**src/rtl/decryption_module.sv**
```systemverilog
// Decrypts the 5-bit cypher stream and assembles four letters into a display word.
// Optional sticky range check on cypher_text/cypher_key: define DECRYPT_KEY_CHECK_EN.
module decryption_module #(
   parameter int unsigned LETTER_MAX = 26
) (
   input  logic        clk,
   input  logic        rst,
   input  logic        enable_in,
   input  logic [4:0]  cypher_text,
   input  logic [4:0]  cypher_key,
   output logic [4:0]  plain_text,
   output logic [19:0] plain_word,
   output logic [3:0]  char_valid,
   output logic        word_done,
   output logic        key_err
);

   localparam logic [5:0] LetterMax6 = 6'(LETTER_MAX);
   localparam logic [5:0] Modulus6   = LetterMax6 + 6'd1;

   typedef enum logic [2:0] {S_L1, S_L2, S_L3, S_L4, S_FULL} state_t;

   state_t     state_q;
   logic [5:0] c6;
   logic [5:0] k6;
   logic [5:0] p6;
   logic [4:0] p;

   assign c6 = {1'b0, cypher_text};
   assign k6 = {1'b0, cypher_key};

   // Borrow case adds the modulus back; 6 bits hold c + 27 without overflow.
   always_comb begin
      p6 = 6'd0;
      if (c6 >= k6) begin
         p6 = c6 - k6;
      end else begin
         p6 = c6 + Modulus6 - k6;
      end
   end
   assign p = p6[4:0];

   always_ff @(posedge clk) begin
      if (!rst) begin
         state_q    <= S_L1;
         plain_text <= 5'd0;
         plain_word <= 20'd0;
         char_valid <= 4'd0;
         word_done  <= 1'b0;
      end else if (enable_in) begin
         unique case (state_q)
            S_L1: begin
               plain_text      <= p;
               plain_word[4:0] <= p;
               char_valid[0]   <= 1'b1;
               state_q         <= S_L2;
            end
            S_L2: begin
               plain_text      <= p;
               plain_word[9:5] <= p;
               char_valid[1]   <= 1'b1;
               state_q         <= S_L3;
            end
            S_L3: begin
               plain_text        <= p;
               plain_word[14:10] <= p;
               char_valid[2]     <= 1'b1;
               state_q           <= S_L4;
            end
            S_L4: begin
               plain_text        <= p;
               plain_word[19:15] <= p;
               char_valid[3]     <= 1'b1;
               word_done         <= 1'b1;
               state_q           <= S_FULL;
            end
            S_FULL: begin
               // Restart event carries no letter: clear only.
               plain_text <= 5'd0;
               plain_word <= 20'd0;
               char_valid <= 4'd0;
               word_done  <= 1'b0;
               state_q    <= S_L1;
            end
            default: state_q <= S_L1;
         endcase
      end
   end

`ifdef DECRYPT_KEY_CHECK_EN
   logic key_err_q;

   always_ff @(posedge clk) begin
      if (!rst) begin
         key_err_q <= 1'b0;
      end else if (enable_in && (state_q != S_FULL) &&
                   ((c6 > LetterMax6) || (k6 > LetterMax6))) begin
         key_err_q <= 1'b1;
      end
   end

   assign key_err = key_err_q;
`else
   assign key_err = 1'b0;
`endif

endmodule
```
**config.mk**
```make
export PLATFORM = sky130hd
export DESIGN_NAME = decryption_module
export DESIGN_NICKNAME = d
export VERILOG_FILES = /design/src/rtl/decryption_module.sv
export SDC_FILE = /design/constraint.sdc
export NUM_CORES = 1
export LEC_CHECK = 0
export BUFFER_PORTS_ARGS = -buffer_cell sky130_fd_sc_hd__buf_2
export CORE_ASPECT_RATIO = 0.5
export CORE_MARGIN = 4
export CORE_UTILIZATION = 52
export DETAILED_ROUTE_END_ITERATION = 12
export MAX_ROUTING_LAYER = met4
export PLACE_DENSITY = 0.77
export SLEW_MARGIN = 20
export SYNTH_ARGS = -nofsm -noshare
export SYNTH_HDL_FRONTEND = slang
export SYNTH_SLANG_ARGS = --single-unit
```
**constraint.sdc**
```tcl
create_clock -name clk -period 2.8 [get_ports clk]
set_clock_uncertainty 0.1 [all_clocks]
set_input_delay 0.28 -clock clk [delete_from_list [all_inputs] [get_ports clk]]
set_output_delay 0.28 -clock clk [all_outputs]
set_load 0.005 [all_outputs]
```
==> reports/qor.txt <==
Post-DR wirelength/cell -> 13.2 um
Fin nets -> 266
Synth top area cells -> dfxtp_1, ha_1, o21ai_0, nand2_1, a21oi_1
Top FF cell, synth -> dfxtp_1
Post-cts sizing count -> 0
Final Hold Viols -> 0
Initial DRC Count -> 52
Post-synth cell types -> 34
Post-synthesis sequential area ratio -> 39.1%
Clock share of power -> 33.0%
Largest family of logic cells by synthesized area -> simple AND/OR/NAND/NOR gates
Post-Synthesis Cell Area -> 1640 um2
Crit. End Element -> register
Count leader, synth -> dfxtp_1
Flop pwr share -> 45.5%
Syn_area_per_cell -> 8.27 um2
Tcrit/Tclk final -> 81.5%
Die area -> 4160 um2
Num CTS Buffers -> 5
Hold/Removal Path Class -> primary input to register
Adder-Cell Fraction of Synth Area -> 11.6%
Worst Path Class, Setup -> primary input to register
Die Y -> 47.7 um
Wl on met1 -> 1700 um
Final Setup Violations -> 0
1st-pass router iterations -> 4
Starting Density -> 54.3%
Fin. max-slew vios -> 0
DP Cell Count -> 272
Clock root cell -> clkbuf_8
Total setup buffers inserted after CTS -> 0
Int Pwr -> 0.782 mW
Remaining global-route overflow -> 0
Initial antenna violation count -> 0
Maximum clock insertion buffer count -> 2
Sw frac -> 29.1%
RSZ-0062 raised after global routing -> false
Leakage power -> 0.946 nW
Met3 wire length -> 176 um
Async S/R FF share, synth -> 0%
Switching power -> 0.321 mW
Worst Tran Pin Value -> 0.536 ns
Routed vias -> 1457
WL met2 -> 1760 um
Max-Slew Margin vs Limit -> 64.1%
HPWL after DPL -> 2780 um
Clk sinks -> 32
Max cap viols -> 0
Largest net degree at the start of global routing -> 19
Simple logic cell fraction of the synthesized area -> 19.5%
CTS tree -> yes
Setup crit start kind -> primary input
Latest clock arrival within the worst-skew pair -> 0.28 ns
Setup TNS -> 0 ns
Area Overhead vs Synth -> 19.6%
FP Rows -> 14
Comb pwr share -> 21.5%
Outcome -> complete, no violations
Mux share of post-synthesis cell area -> 3.06%
Cell accounting for the most synthesized area -> dfxtp_1
Number of enable flip-flop cells after synthesis -> 0
Crit-path max cell delay -> 0.52 ns
Top-area cell type share of the netlist area -> 39.1%
Fin cells -> 280
Crit Path Max Fanout -> 5
Antenna cells -> 0
Die Width -> 87.3 um
# IOs -> 44
First-pass GRT wire length -> 5930 um
Gate Count Post-Synth -> 198
Total track usage -> 19.4%
Gpl congestion -> 0.791
Layout cell share with drive strength beyond 1 -> 22.9%
Register bit total from synthesis -> 32
Final ANT Viol Nets -> 0
Yosys warns -> 0
Number of global-route vias before repair -> 1321
IO Port Bufs -> 42
# DRC -> 0
Routed wire length -> 3700 um
Required time of the critical path -> 2.86 ns
Max Clk Rate -> 438 MHz
Slowest cell on the critical path -> fa_1
CP Cell Sequence -> buf_2, inv_1, ha_1, fa_1, nor2b_1, or4b_1, nand3_1, mux2i_1, xor2_1, o21ai_0
Number of hold buffers added after cts -> 0
Core Region -> 3010 um2
Clock transition at path regs -> 0.06 ns
Top layer in use -> met4
CTS H-tree lvls -> 2
Post-synthesis xor/xnor area fraction -> 3.75%
Worst path arrival time -> 2.34 ns
VDD IR max -> 0.225 mV
Syn nets -> 225
Cell area power density -> 563 nW/um2
Synth top cells by count -> dfxtp_1, nand2_1, o21ai_0
Post-synthesis compound-gate area fraction -> 16.7%
Via density -> 5.20
Fin crit period -> 2.28 ns
==> power by group through the flow <==
| stage | logic (mW) | clock network (mW) | registers (mW) |
|---|---|---|---|
| after floorplan | 0.153 | 0 | 0.510 |
| after global placement | 0.230 | 0 | 0.511 |
| after detailed placement | 0.237 | 0 | 0.512 |
| after CTS | 0.238 | 0.371 | 0.502 |
| after global routing | 0.266 | 0.394 | 0.506 |
| final | 0.237 | 0.364 | 0.502 |
==> area by class of cell <==
type,instances,area (um2)
multi-input cells,142,897
repair buffers,44,225
clock buffers,6,82.6
flip-flops and latches,32,641
fillers,268,1050
inverters,14,52.6
well taps,40,50.0
clock inverters,2,10.0
==> path summary, 6_finish.rpt <==
| path | slack [ns] | endpoint | from | cells after the start |
|---|---|---|---|---|
| min | 0.22 | plain_text[1]$_SDFFE_PN0P_ | rst | 2 |
| max reg2reg | 0.93 | plain_word[3]$_SDFFE_PN0P_ | state_q[0]$_SDFFE_PN0P_ | 5 |
| min reg2reg | 0.35 | plain_word[2]$_SDFFE_PN0P_ | plain_word[2]$_SDFFE_PN0P_ | 2 |
| max | 0.52 | plain_text[4]$_SDFFE_PN0P_ | cypher_key[1] | 10 |
==> cells by family (layout without fill, tap and decap cells) <==
logic type	count (synthesis)	after routing
compound gates	47	47
xor+xnor	7	7
fa+ha+maj	14	14
buf+inv	24	66
flops	32	32
mux	5	5
other cells	1	1
simple gates	68	68
==> registers in the layout, summed over array words and instances, names as in the netlist <==
name	count
plain_word	20
state_q	3
char_valid	4
plain_text	5
==> layout by cell type, fill, tap and decap left out, drive strengths merged <==
| cell | synthesis | final |
|---|---|---|
| nand3 | 8 | 8 |
| dfxtp | 32 | 32 |
| nand4 | 4 | 4 |
| a31oi | 1 | 1 |
| a21o | 2 | 2 |
| xnor2 | 3 | 3 |
| a22oi | 2 | 2 |
| nand2 | 25 | 25 |
| inv | 13 | 13 |
| mux2i | 5 | 5 |
| o41ai | 1 | 1 |
| a32oi | 1 | 1 |
| nand3b | 1 | 1 |
| nor3 | 1 | 1 |
| clkbuf | 6 | 6 |
| o21bai | 1 | 1 |
| buf | 4 | 44 |
| ha | 12 | 12 |
| or4b | 1 | 1 |
| xor2 | 4 | 4 |
| a21oi | 14 | 14 |
| nand2b | 7 | 7 |
| o21a | 2 | 2 |
| clkinv | 1 | 3 |
| o21ai | 23 | 23 |
| nor2b | 4 | 4 |
| conb | 1 | 1 |
| and2 | 1 | 1 |
| nor2 | 16 | 16 |
| fa | 2 | 2 |
==> metrics by stage <==
| step | setup WS, ns | power [mW] | hold WS, ns | instance area, um2 | utilization, % |
|---|---|---|---|---|---|
| floorplan | 0.518 | 0.663 | 0.348 | 1640 | - |
| global placement | 0.314 | 0.741 | 0.334 | 1870 | 61.9 |
| detailed placement | 0.220 | 0.749 | 0.342 | 1870 | 61.9 |
| CTS | 0.517 | 1.11 | 0.212 | 1960 | 65.0 |
| global route | 0.296 | 1.17 | 0.239 | 1960 | 65.0 |
| finish | 0.517 | 1.10 | 0.224 | 1960 | 65.0 |
==> worst max-delay path, delay by kind of cell <==
family          cells  cell delay [ns]
compound gates      1             0.14
xor+xnor            1             0.36
fa+ha+maj           2             0.74
buf+inv             2             0.14
mux                 1             0.08
simple gates        3             0.61
==> routing by layer <==
metal | GRT usage (%) | vias to the layer above
met2 | 31.6 | 44
met4 | 9.79 | 0
met5 | - | -
li1 | - | 744
met3 | 4.12 | 7
met1 | 23.5 | 662
Power figures use the tool's default switching activity.
